===== src/rtl/usb_pkg.sv =====
// Shared types and CONTROL register bit positions for the IN-endpoint buffer.
// Endpoint addresses are supplied per instance and are not defined here.
package usb_pkg;

  typedef enum logic [1:0] {
    NAK   = 2'd0,
    STALL = 2'd1,
    DATA0 = 2'd2,
    DATA1 = 2'd3
  } usb_resp_t;

  typedef enum logic [1:0] {
    IDLE     = 2'd0,
    SEND     = 2'd1,
    WAIT_ACK = 2'd2
  } endpi_state_t;

  localparam int CTRL_READY  = 0;
  localparam int CTRL_STALL  = 1;
  localparam int CTRL_TOGGLE = 2;
  localparam int CTRL_OVF    = 3;
  localparam int CTRL_IRQ    = 7;
  localparam int CTRL_FLUSH  = 15;
  localparam int CTRL_CNT_LO = 8;

endpackage


===== src/rtl/usb_endpi_ram.sv =====
// Payload store: DEPTH x 8 single-clock RAM, one write port and one registered
// read port, so it maps onto block RAM.
module usb_endpi_ram #(
  parameter int DEPTH = 64,
  parameter int AW    = 6
) (
  input  logic          clk,
  input  logic          we,
  input  logic [AW-1:0] waddr,
  input  logic [7:0]    wdata,
  input  logic [AW-1:0] raddr,
  output logic [7:0]    rdata
);

  logic [7:0] mem [DEPTH];

  always_ff @(posedge clk) begin
    if (we) mem[waddr] <= wdata;
    rdata <= mem[raddr];
  end

endmodule


===== src/rtl/usb_endpi_buffer.sv =====
// USB IN-endpoint buffer: CPU loads a packet over the I/O bus, SIE IN tokens get
// NAK/STALL/DATAx and the payload is held until ACK. Optional irq: USB_ENDPI_IRQ_EN.
module usb_endpi_buffer
  import usb_pkg::*;
#(
  parameter logic [15:0] CONTROL_ADDR = 16'h5000,
  parameter logic [15:0] DATA_ADDR    = 16'h5002,
  parameter int          MAX_PKT      = 64
) (
  input  logic        clk,
  input  logic        reset,
  input  logic [15:0] io_addr,
  input  logic        io_wr,
  input  logic        io_rd,
  input  logic [15:0] io_wdata,
  output logic [15:0] io_rdata,
  input  logic        usb_in_req,
  output logic        usb_resp_valid,
  output logic [1:0]  usb_resp,
  output logic [7:0]  usb_tdata,
  output logic        usb_tvalid,
  output logic        usb_tlast,
  input  logic        usb_tready,
  input  logic        usb_ack,
  input  logic        usb_timeout
`ifdef USB_ENDPI_IRQ_EN
  ,
  output logic        irq
`endif
);

  localparam int         AW      = (MAX_PKT > 1) ? $clog2(MAX_PKT) : 1;
  localparam logic [6:0] MAX_CNT = 7'(MAX_PKT);

  endpi_state_t state, state_d;
  usb_resp_t    resp_q, resp_d;
  logic         resp_vld_d;
  logic [6:0]   wptr, rptr, rptr_d;
  logic         ready, stall, toggle, ovf, irq_q;
  logic [7:0]   ram_rdata;
  logic [15:0]  ctrl_word;

  wire ctrl_wr  = io_wr && (io_addr == CONTROL_ADDR);
  wire data_wr  = io_wr && (io_addr == DATA_ADDR);
  wire ctrl_rd  = io_rd && (io_addr == CONTROL_ADDR);
  wire ram_we   = data_wr && !ready && (wptr != MAX_CNT);
  wire last_beat = (rptr == wptr - 7'd1);
  wire ack_acc  = (state == WAIT_ACK) && usb_ack;

  wire unused_wdata = ^io_wdata[14:8];

  // Read address follows the next read pointer so the byte at rptr is always
  // sitting on ram_rdata while streaming.
  usb_endpi_ram #(.DEPTH(MAX_PKT), .AW(AW)) u_ram (
    .clk   (clk),
    .we    (ram_we),
    .waddr (wptr[AW-1:0]),
    .wdata (io_wdata[7:0]),
    .raddr (rptr_d[AW-1:0]),
    .rdata (ram_rdata)
  );

  always_comb begin
    state_d    = state;
    rptr_d     = rptr;
    resp_d     = NAK;
    resp_vld_d = 1'b0;
    case (state)
      IDLE: begin
        if (usb_in_req) begin
          resp_vld_d = 1'b1;
          if (stall)       resp_d = STALL;
          else if (!ready) resp_d = NAK;
          else begin
            resp_d  = toggle ? DATA1 : DATA0;
            state_d = (wptr != 7'd0) ? SEND : WAIT_ACK;
          end
        end
      end
      SEND: begin
        if (usb_tready) begin
          rptr_d = rptr + 7'd1;
          if (last_beat) state_d = WAIT_ACK;
        end
      end
      WAIT_ACK: begin
        if (usb_ack || usb_timeout) begin
          rptr_d  = 7'd0;
          state_d = IDLE;
        end
      end
      default: state_d = IDLE;
    endcase
  end

  always_comb begin
    ctrl_word                        = 16'h0000;
    ctrl_word[CTRL_READY]            = ready;
    ctrl_word[CTRL_STALL]            = stall;
    ctrl_word[CTRL_TOGGLE]           = toggle;
    ctrl_word[CTRL_OVF]              = ovf;
    ctrl_word[CTRL_IRQ]              = irq_q;
    ctrl_word[CTRL_CNT_LO+6:CTRL_CNT_LO] = wptr;
  end

  always_ff @(posedge clk) begin
    if (reset) begin
      state          <= IDLE;
      rptr           <= 7'd0;
      wptr           <= 7'd0;
      ready          <= 1'b0;
      stall          <= 1'b0;
      toggle         <= 1'b0;
      ovf            <= 1'b0;
      irq_q          <= 1'b0;
      resp_q         <= NAK;
      usb_resp_valid <= 1'b0;
      io_rdata       <= 16'h0000;
    end else begin
      state          <= state_d;
      rptr           <= rptr_d;
      resp_q         <= resp_d;
      usb_resp_valid <= resp_vld_d;
      io_rdata       <= ctrl_rd ? ctrl_word : 16'h0000;

      if (data_wr && !ready) begin
        if (wptr == MAX_CNT) ovf <= 1'b1;
        else                 wptr <= wptr + 7'd1;
      end

      if (ctrl_wr) begin
        stall  <= io_wdata[CTRL_STALL];
        toggle <= io_wdata[CTRL_TOGGLE];
        if (io_wdata[CTRL_READY]) ready <= 1'b1;
        if (io_wdata[CTRL_FLUSH] && !ready) begin
          wptr <= 7'd0;
          ovf  <= 1'b0;
        end
      end

      // Hardware READY clear beats a same-cycle CPU arm; a written TOGGLE beats the flip.
      if (ack_acc) begin
        ready <= 1'b0;
        wptr  <= 7'd0;
        if (!ctrl_wr) toggle <= ~toggle;
      end

`ifdef USB_ENDPI_IRQ_EN
      if (ctrl_wr) irq_q <= 1'b0;
      if (ack_acc) irq_q <= 1'b1;
`else
      irq_q <= 1'b0;
`endif
    end
  end

  assign usb_resp   = resp_q;
  assign usb_tvalid = (state == SEND);
  assign usb_tlast  = (state == SEND) && last_beat;
  assign usb_tdata  = (state == SEND) ? ram_rdata : 8'h00;

`ifdef USB_ENDPI_IRQ_EN
  assign irq = irq_q;
`endif

endmodule


===== config.mk =====
export PLATFORM = sky130hd
export DESIGN_NAME = usb_endpi_buffer
export DESIGN_NICKNAME = d
export VERILOG_FILES = /design/src/rtl/usb_pkg.sv /design/src/rtl/usb_endpi_ram.sv /design/src/rtl/usb_endpi_buffer.sv
export SDC_FILE = /design/constraint.sdc
export NUM_CORES = 1
export LEC_CHECK = 0
export BUFFER_PORTS_ARGS = -buffer_cell sky130_fd_sc_hd__buf_2
export CORE_MARGIN = 1.5
export CORE_UTILIZATION = 31
export CTS_BUF_LIST = sky130_fd_sc_hd__clkbuf_2 sky130_fd_sc_hd__clkbuf_4 sky130_fd_sc_hd__clkbuf_8
export CTS_CLUSTER_DIAMETER = 40
export DETAILED_ROUTE_END_ITERATION = 10
export HOLD_SLACK_MARGIN = 0.05
export PLACE_DENSITY = 0.5
export SLEW_MARGIN = 10
export SYNTH_ARGS = -nofsm -noshare
export SYNTH_HDL_FRONTEND = slang
export SYNTH_SLANG_ARGS = --single-unit

===== constraint.sdc =====
create_clock -name clk -period 4.03 [get_ports clk]
set_input_delay 0.2015 -clock clk [delete_from_list [all_inputs] [get_ports clk]]
set_output_delay 0.2015 -clock clk [all_outputs]
set_load 0.05 [all_outputs]

==> metrics, run 1 <==
total routed wirelength 60,600 µm; CTS Buf Count 99; grt ovf 0; CP startpoint kind register; fin. max-slew vios 0; main area contributors after synthesis edfxtp_1, mux2i_1, dfxtp_1, nand2_1, nand3_1; cells after synthesis 1,579; Vias per Instance 4.92; syn_area_per_cell 14.3 µm²; sequential share of power 0.529; Area Overhead vs Synth 18.2%; Clock transition at path regs 0.06 ns; power share of the clock group 0.456; commonest non-fill, non-tap cell in the layout edfxtp_1; I/O Buffers 56; CTS H-tree lvls 3; Final HPWL DP 38,100 µm; Vias 13,700; effective utilization at floorplan 0.315; Int Power 9.44 mW; area of the multi-input gates 5910 µm²; # IOs 69; Switching Share 0.205; largest net degree at the start of global routing 65; Final nets 1,804; die height 273 µm; critical path class reg2reg; crit path max fanout 57; Pleak 9.72 nW; Hold Vio Cnt, Final 0; top achievable clock speed 274 MHz; period utilization 0.907; Setup crit end kind register; CP max-delay cell or4_4; Initial DRC Count 1,094; Core Region 71,700 µm²; Total Routing Usage GR 0.163; First-pass DRT Iterations 5; worst path bufs/invs 3; dpl cells 2,598; FF/Latch Area 16,200 µm²; vias in the first global route 13,800; Cell Area, Placed 24,500 µm²; DR WL/cell 21.7 µm; clk root buf clkbuf_8; Max Cap Viol 0; peak supply drop 0.181 mV; final setup skew 0.0302 ns; post_cts resized 0; EDFF count, synth 512; clock sinks 554; ys async rst share 0; antenna violations before repair 1; most frequent cells in the layout edfxtp_1, nand2_1, nand3_1; Critical Path, Cell by Cell inv_1 > ha_1 > and4b_1 > or4_4 > buf_12 > nand2_1 > nand3_1 > and3_1 > o41ai_1 > buf_4 > nand4_1; setup violators final 0; design area 26,700 µm²; CTS Buffer Depth 3; Syn Std Cell Area 22,600 µm²; slowest stage delay, CP 0.70 ns; Fin Hold WS 0.121 ns; Die Area 74,400 µm²; Synth top area share 0.681; Comb power frac 0.015; pwr dens 445 nW/µm²; count of cell types in the netlist 65; leading area contributor after synthesis edfxtp_1; max_slew headroom 0.244; Psw 2.43 mW; status completed; Worst Tran Pin Value 1.13 ns; detailed-route DRC error count 0; TNS Setup 0 ns; layout cells sized above 1 0.201; yosys warns 0; flop and latch count out of synthesis 554; TritonCTS clock tree done; delay-heaviest family, CP simple AND/OR/NAND/NOR gates; Req. time, crit path 4.58 ns; post-route minimum period 3.66 ns; worst hold path class in2reg; Cell Count, Final, Fillers Out 2,794; Die Wd 273 µm; Worst Path Arrival 4.20 ns; Clock Latency Late Sink 0.68 ns; fillers 6,835; row cnt 98; Setup Fix Bufs, Post-CTS 0; gpl congestion 0.822; Routed Antenna Nets 0; RSZ-0062 raised after global routing no; Pwr Total 11.9 mW; post-cts hold buffer count 9; Seq/Total Area, Yosys 0.718; first-pass GRT wire length 89,200 µm; Post-synth top flop edfxtp_1
==> state kept, by name (all words and copies together), names as in the netlist, named ones only <==
register        count
state               2
io_rdata           11
usb_resp            2
stall               1
ready               1
u_ram.mem         512
u_ram.rdata         8
wptr                7
usb_resp_valid      1
ovf                 1
rptr                7
==> power by group through the flow <==
| stage | Sequential [mW] | Combinational, mW | Clock [mW] |
|---|---|---|---|
| finish | 6.28 | 0.181 | 5.41 |
| global route | 6.28 | 0.198 | 5.79 |
| CTS | 6.28 | 0.184 | 5.57 |
| detailed placement | 6.40 | 0.178 | 0 |
| global placement | 6.40 | 0.173 | 0 |
| floorplan | 6.40 | 0.0421 | 0 |
==> synth_stat cells, drive strengths merged, types with 3 or more instances <==
cell type and count:
mux2i 104, o22a 7, ha 6, dfxtp 42, xnor2 6, nand4 20
mux2 22, clkbuf 48, and3 46, nor2b 5, a31oi 10, o32ai 8
xor2 7, a21boi 10, or3 4, a21oi 24, and2 28, inv 11
a211oi 12, a32o 4, a2111oi 7, or4b 8, nor3 5, nand3 128
o21ai 21, o211ai 7, nand2 222, buf 44, edfxtp 512, o41ai 7
a22o 16, and4 11, mux4 15, and4b 3, o2111ai 7, nor2 98
nor4 14
==> final timing paths <==
path                            slack [ns]              to  cells past startpoint      from
worst max register to register        0.38  u_ram.rdata[5]                     11  state[0]
worst min register to register        0.49     io_rdata[3]                      1       ovf
worst min-delay path                  0.12    io_rdata[13]                      3     io_rd
worst max-delay path                  0.38  u_ram.rdata[5]                     11  state[0]
==> cell families (layout without fill, tap and decap cells) <==
group | count (synthesis) | in the layout | synth area share
AO/OA/AOI/OAI | 154 | 154 | 0.0497
XOR/XNOR | 13 | 13 | 0.00504
adder cells (fa/ha/maj) | 6 | 6 | 0.00333
buffers and inverters | 103 | 363 | 0.0208
flip-flops | 554 | 554 | 0.718
multiplexers | 141 | 141 | 0.0722
other | 1 | 6 | 0.000166
AND/OR/NAND/NOR | 607 | 607 | 0.130
==> cell type report <==
cell class	instances	share of cell area
flip-flops and latches	554	0.608
multi-input cells	926	0.222
clock buffers	147	0.0660
repair buffers	166	0.0456
well taps	950	0.0446
clock inverters	39	0.0125
inverters	11	0.00155
diodes	1	0.0000938
==> worst reg2reg max path, delay by kind of cell, from the launching register on <==
kind                     cells  cell delay [ns]
flip-flops                   1             0.36
AO/OA/AOI/OAI                1             0.69
AND/OR/NAND/NOR              6             1.52
adder cells (fa/ha/maj)      1             0.41
buffers and inverters        3             0.56
==> per-layer routing <==
metal / GRT usage / part of all wire
met1: 0.222 / 0.45
met2: 0.258 / 0.47
met3: 0.0380 / 0.060
met4: 0.0478 / 0.022
met5: 0 / 0
==> stage by stage <==
stage          worst slack, ns  utilization
3_3_place_gp             0.383        0.341
2_1_floorplan            0.687            -
4_1_cts                  0.358        0.372
6_report                 0.375        0.372
3_5_place_dp             0.366        0.341
5_1_grt                  0.266        0.372
(Power assumes the default switching activity.)
==> inputs of run 2 (changes only) <==
Settings changed: BUFFER_PORTS_ARGS -buffer_cell sky130_fd_sc_hd__buf_2 to default, DONT_BUFFER_PORTS from default to 1.
==> metrics, run 2 (synthesis results as in run 1) <==
status completed; I/O Buffers 0 (-100%); Final nets 1,770 (-1.9%); die height 273 µm (unchanged); Top reg by flops u_ram.mem; pwr dens 458 nW/µm² (+2.9%); post-route minimum period 3.66 ns (+0.00501 ns); antenna violations before repair 2 (+1); met2 GRT Util 0.259 (+0.000401); TNS Setup 0 ns (unchanged); Clock Latency Late Sink 0.69 ns (about the same); Die Area 74,400 µm² (unchanged); period utilization 0.908 (+0.00124); WHS Endpoint wptr[2]; Die Wd 273 µm (unchanged); Core Region 71,700 µm² (unchanged); CTS Buf Count 99 (unchanged); Initial DRC Count 1,030 (-5.9%); critical path class reg2reg; Vias per Instance 4.96 (+0.78%); Hold Vio Cnt, Final 0 (unchanged); Reg-to-Reg Start state[0]; Routed Antenna Nets 0 (unchanged); cells on worst reg2reg path 9 (-2); FF-to-FF End u_ram.rdata[7]; total routed wirelength 60,600 µm (about the same); Worst Path Arrival 4.22 ns (+0.02 ns); effective utilization at floorplan 0.315 (unchanged); Critical Path, Cell by Cell inv_1 > ha_1 > and4b_1 > or4_4 > buf_4 > a2111oi_0 > nor4_1 > o21ai_0 > nand4_1; max_slew headroom 0.267 (+0.0234); clk root buf clkbuf_8; Top Registers u_ram.mem: 512 flops, io_rdata: 11 flops, u_ram.rdata: 8 flops; Worst Tran Pin Value 1.10 ns (-0.0392 ns); final setup skew 0.0397 ns (+0.00949 ns); setup violators final 0 (unchanged); fin. max-slew vios 0 (unchanged); dpl cells 2,540 (-2.2%); clock sinks 554 (unchanged); CP startpoint kind register; crit path max fanout 31 (-46%); most frequent cells in the layout edfxtp_1, nand2_1, nand3_1; First-pass DRT Iterations 5 (unchanged); Setup Fix Bufs, Post-CTS 0 (unchanged); gpl congestion 0.812 (-1.2%); delay-heaviest family, CP simple AND/OR/NAND/NOR gates; CTS H-tree lvls 3 (unchanged); detailed-route DRC error count 0 (unchanged); GR peak layer met2; worst hold start io_addr[4]; grt ovf 0 (unchanged); met1 usage 0.222 (+0.000387); r2r setup slk 0.37 ns (about the same); CTS Buffer Depth 3 (unchanged); max FFs per register 512 (unchanged); FF/Latch Area 16,200 µm² (unchanged); worst path bufs/invs 2 (-1); vias in the first global route 13,600 (-1.3%); fillers 6,774 (-0.89%); DR WL/cell 21.9 µm (+1.2%); Setup crit end kind register; Final HPWL DP 36,000 µm (-5.3%); Cell Count, Final, Fillers Out 2,760 (-1.2%); first-pass GRT wire length 90,100 µm (+1.0%); post_cts resized 0 (unchanged); worst hold path class in2reg; Req. time, crit path 4.59 ns (about the same); CP max-delay cell or4_4; TritonCTS clock tree done; Vias 13,700 (-0.44%); Area Overhead vs Synth 19.2%; slowest stage delay, CP 0.72 ns (+0.02 ns); Total Routing Usage GR 0.164 (+0.00111); cell depth of the worst hold path 5 (+2); RSZ-0062 raised after global routing no; largest net degree at the start of global routing 66 (+1.5%); post-cts hold buffer count 33 (+24); row cnt 98 (unchanged); layout cells sized above 1 0.177 (-0.0243); peak supply drop 0.254 mV (+40%); area of the multi-input gates 5920 µm² (+0.15%); grt met3 use 0.0371 (-0.000967); Max Cap Viol 0 (unchanged); commonest non-fill, non-tap cell in the layout edfxtp_1; Clock transition at path regs 0.06 ns (about the same); CP startpoint state[0]; top achievable clock speed 273 MHz (-0.14%); Pleak 9.67 nW (-0.49%); # IOs 69 (unchanged)
run 2: changes by cell type in the layout (fill, tap and decap cells not counted), sizes merged:
cell	delta
buf	-50
bufinv	+8
clkbuf	-16
clkinv	+4
clkinvlp	+2
diode	+1
dlygate4sd3	+16
inv	+1
run 2: area by class of cell:
cell class                      count  share of cell area
Antenna cell                        2            0.000186
Tap cell                          950              0.0442
Timing Repair Buffer              132              0.0484
Multi-Input combinational cell    926               0.220
Clock buffer                      131              0.0603
Sequential cell                   554               0.603
Inverter                           11             0.00153
Clock inverter                     54              0.0225
run 2: per-layer routing:
layer	vias up	wire length [µm]
met5	-	0
met4	0	1310
met3	92	3780
met2	410	28400
met1	6846	27100
li1	6330	-
run 2: power by group:
group          total [mW]  internal, mW  switching [mW]
combinational       0.192        0.0502           0.142
sequential           6.28          6.28         0.00497
clock                5.85          3.48            2.37
total                12.3          9.81            2.52
run 2: tightest hold or removal path, stage by stage:
cell	delay, ns
nor4_1	0.02
and4_1	0.28
nand2_1	0.12
xor2_1	0.06
nor2_1	0.08
run 2: how the worst max path moves through the flow:
stage	endpoint	slack, ns	cells past startpoint
floorplan	usb_tlast	0.69	8
global placement	u_ram.rdata[2]	0.43	10
detailed placement	u_ram.rdata[7]	0.34	9
CTS	u_ram.rdata[7]	0.32	9
global route	u_ram.rdata[2]	0.22	12
finish	u_ram.rdata[7]	0.37	9
run 2: stage by stage:
stage                     setup slack [ns]  instance area (µm²)  power [mW]  utilization  hold WS, ns
after floorplan                      0.687                22600        6.45            -        0.274
final                                0.370                26900        12.3        0.375        0.122
after global placement               0.433                24200        6.44        0.337        0.275
after detailed placement             0.344                24200        6.44        0.337        0.279
after CTS                            0.322                26900        12.5        0.375       0.0597
after global routing                 0.222                26900        12.7        0.375        0.111
==> inputs of run 3 (changes only) <==
Settings changed: ABC_AREA from default to 1.
==> metrics, run 3 <==
Initial DRC Count 1,466 (+42%); syn_area_per_cell 10.6 µm² (-26%); first-pass GRT wire length 106,000 µm (+17%); Final HPWL DP 39,700 µm (+10%); total routed wirelength 69,600 µm (+15%); setup violators final 0 (unchanged); leading area contributor after synthesis edfxtp_1; Hold Vio Cnt, Final 0 (unchanged); vias in the first global route 17,300 (+26%); yosys warns 0 (unchanged); max_slew headroom 0.369 (+0.102); Clock Latency Late Sink 0.69 ns (about the same); clk root buf clkbuf_8; utilization after layout 0.366 (-0.00953); dpl cells 3,331 (+31%); Area Overhead vs Synth 16.6%; CP startpoint kind input port; Cell Count, Final, Fillers Out 3,548 (+29%); max FFs per register 512 (unchanged); Core Region 79,000 µm² (+10%); peak supply drop 0.259 mV (+1.8%); Commonest cells post-synth nand3_1, edfxtp_1, nand2_1, inv_1, nand3b_1; die height 286 µm (+4.7%); Post-synth top flop edfxtp_1; Clock transition at path regs 0.06 ns (about the same); CTS Buf Count 98 (-1.0%); final setup skew 0.0310 ns (-0.00868 ns); CTS H-tree lvls 3 (unchanged); Seq/Total Area, Yosys 0.655 (-0.0634); gpl congestion 0.798 (-1.8%); Top reg by flops u_ram.mem; cells after synthesis 2,337 (+48%); Top Registers u_ram.mem: 512 flops, io_rdata: 11 flops, u_ram.rdata: 8 flops; top-count cell post-synth nand3_1; Synth top area share 0.621 (-0.0601); Pleak 11.0 nW (+13%); Vias per Instance 4.87 (-1.7%); row cnt 103 (+5.1%); ys async rst share 0 (unchanged); Cell Area, Placed 26,200 µm² (+8.4%); detailed-route DRC error count 0 (unchanged); FF-to-FF End u_ram.mem[32][3]; RSZ-0062 raised after global routing no; grt ovf 0 (unchanged); Worst Path Arrival 4.01 ns (-0.21 ns); main area contributors after synthesis edfxtp_1, nand3_1, nand3b_1, nand2_1, inv_1; Routed Antenna Nets 0 (unchanged); count of cell types in the netlist 36 (-45%); design area 28,900 µm² (+7.3%); fin. max-slew vios 0 (unchanged); First-pass DRT Iterations 5 (unchanged); Vias 17,300 (+26%); critical path class in2reg; layout cells sized above 1 0.109 (-0.0681); period utilization 0.921 (+0.0127); Die Wd 286 µm (+4.7%); TNS Setup 0 ns (unchanged); Worst Tran Pin Value 0.943 ns (-0.152 ns); r2r setup slk 0.70 ns (+0.33 ns); pwr dens 458 nW/µm² (about the same); Die Area 81,600 µm² (+9.6%); Final nets 2,468 (+39%); EDFF count, synth 512 (unchanged); crit path max fanout 8 (-74%); flop and latch count out of synthesis 554 (unchanged); Setup Fix Bufs, Post-CTS 0 (unchanged); # IOs 69 (unchanged); antenna violations before repair 2 (unchanged); commonest non-fill, non-tap cell in the layout nand3_1; clock sinks 554 (unchanged); worst hold start io_addr[14]; effective utilization at floorplan 0.313 (-0.00130); Setup crit end kind register; I/O Buffers 0 (unchanged); Syn Std Cell Area 24,800 µm² (+9.7%); cell depth of the worst hold path 6 (+1); Reg-to-Reg Start ready; worst hold path class in2reg; Total Routing Usage GR 0.170 (+0.00631); most frequent cells in the layout nand3_1, edfxtp_1, nand2_1; Max Cap Viol 0 (unchanged); top achievable clock speed 269 MHz (-1.4%); TritonCTS clock tree done; Req. time, crit path 4.33 ns (-0.26 ns); DR WL/cell 19.6 µm (-11%); largest net degree at the start of global routing 150 (+130%); post-route minimum period 3.71 ns (+0.0510 ns); status completed; CTS Buffer Depth 3 (unchanged); cells on worst reg2reg path 9 (unchanged)
[run 3: changes by cell type after synthesis, moves of 46 or more]
cell      change
mux2i_1     -104
nand3_1     +440
nand2_1     +124
inv_1       +324
and3_1       -46
buf_2        +69
nand3b_1    +190
[run 3: layer usage]
metal / part of all wire / GRT usage
met5: 0 / 0
met4: 0.023 / 0.0590
met3: 0.055 / 0.0236
met2: 0.49 / 0.285
met1: 0.44 / 0.226
[run 3: layout make-up]
class,instances,area [µm²]
fillers,7761,50100
flip-flops and latches,554,16200
multi-input cells,1302,6670
clock buffers,132,1640
repair buffers,128,1320
well taps,1050,1310
inverters,338,1270
clock inverters,43,448
diodes,1,2.50
[run 3: cells by family (layout without fill, tap and decap cells)]
kind of cell               Yosys count  in the layout  share of synthesized area
other                                1              6                   0.000151
DFF                                554            554                      0.655
AOI/OAI and AO/OA                   36             36                    0.00910
xor gates and xnor gates            11             11                    0.00445
and+or+nand+nor                   1244           1244                      0.249
buffers and inverters              485            641                     0.0796
adders and majority gates            6              6                    0.00303
[run 3: per-stage QoR]
stage	power [mW]	hold slack, ns	worst slack, ns
CTS	13.4	0.0549	0.275
global route	13.7	0.153	0.0545
floorplan	7.29	0.300	1.71
global placement	7.64	0.276	0.700
finish	13.2	0.0944	0.319
detailed placement	7.64	0.278	0.730
[run 3: timing repair]
item                                    4_1_cts  5_1_grt
hold buffers                                 41        0
hold endpoints to repair                    546        0
gates resized for setup                       0        1
endpoints found under the setup margin        0        8
[run 3: critical path, cell delays in order]
cell	delay, ns
dlygate4sd3_1	0.54
nor2_1	0.09
dlygate4sd3_1	0.56
nand2_1	0.06
nor2_1	0.10
nand2_1	0.09
nor3_2	0.18
dlygate4sd3_1	0.69
nand2_1	0.10
nor2_1	0.29
nand2_1	0.28
buf_4	0.27
nor2_1	0.56
[run 3: worst max path at each step]
stage                from          endpoint  slack, ns  cells past startpoint
2_1_floorplan     wptr[0]  u_ram.mem[10][0]       1.71                      9
3_3_place_gp     state[1]    u_ram.rdata[5]       0.70                     14
3_5_place_dp     state[0]    u_ram.rdata[2]       0.73                     13
4_1_cts        io_addr[4]  u_ram.mem[48][2]       0.27                     13
5_1_grt        io_addr[4]  u_ram.mem[32][1]       0.05                     13
6_report       io_addr[4]  u_ram.mem[32][3]       0.32                     13
[run 3: power by group]
group | total, mW | switching [mW] | internal (mW) | leakage [nW]
registers | 6.32 | 0.0206 | 6.30 | 4.94
logic | 1.35 | 0.997 | 0.354 | 4.94
clock network | 5.56 | 2.33 | 3.23 | 1.08
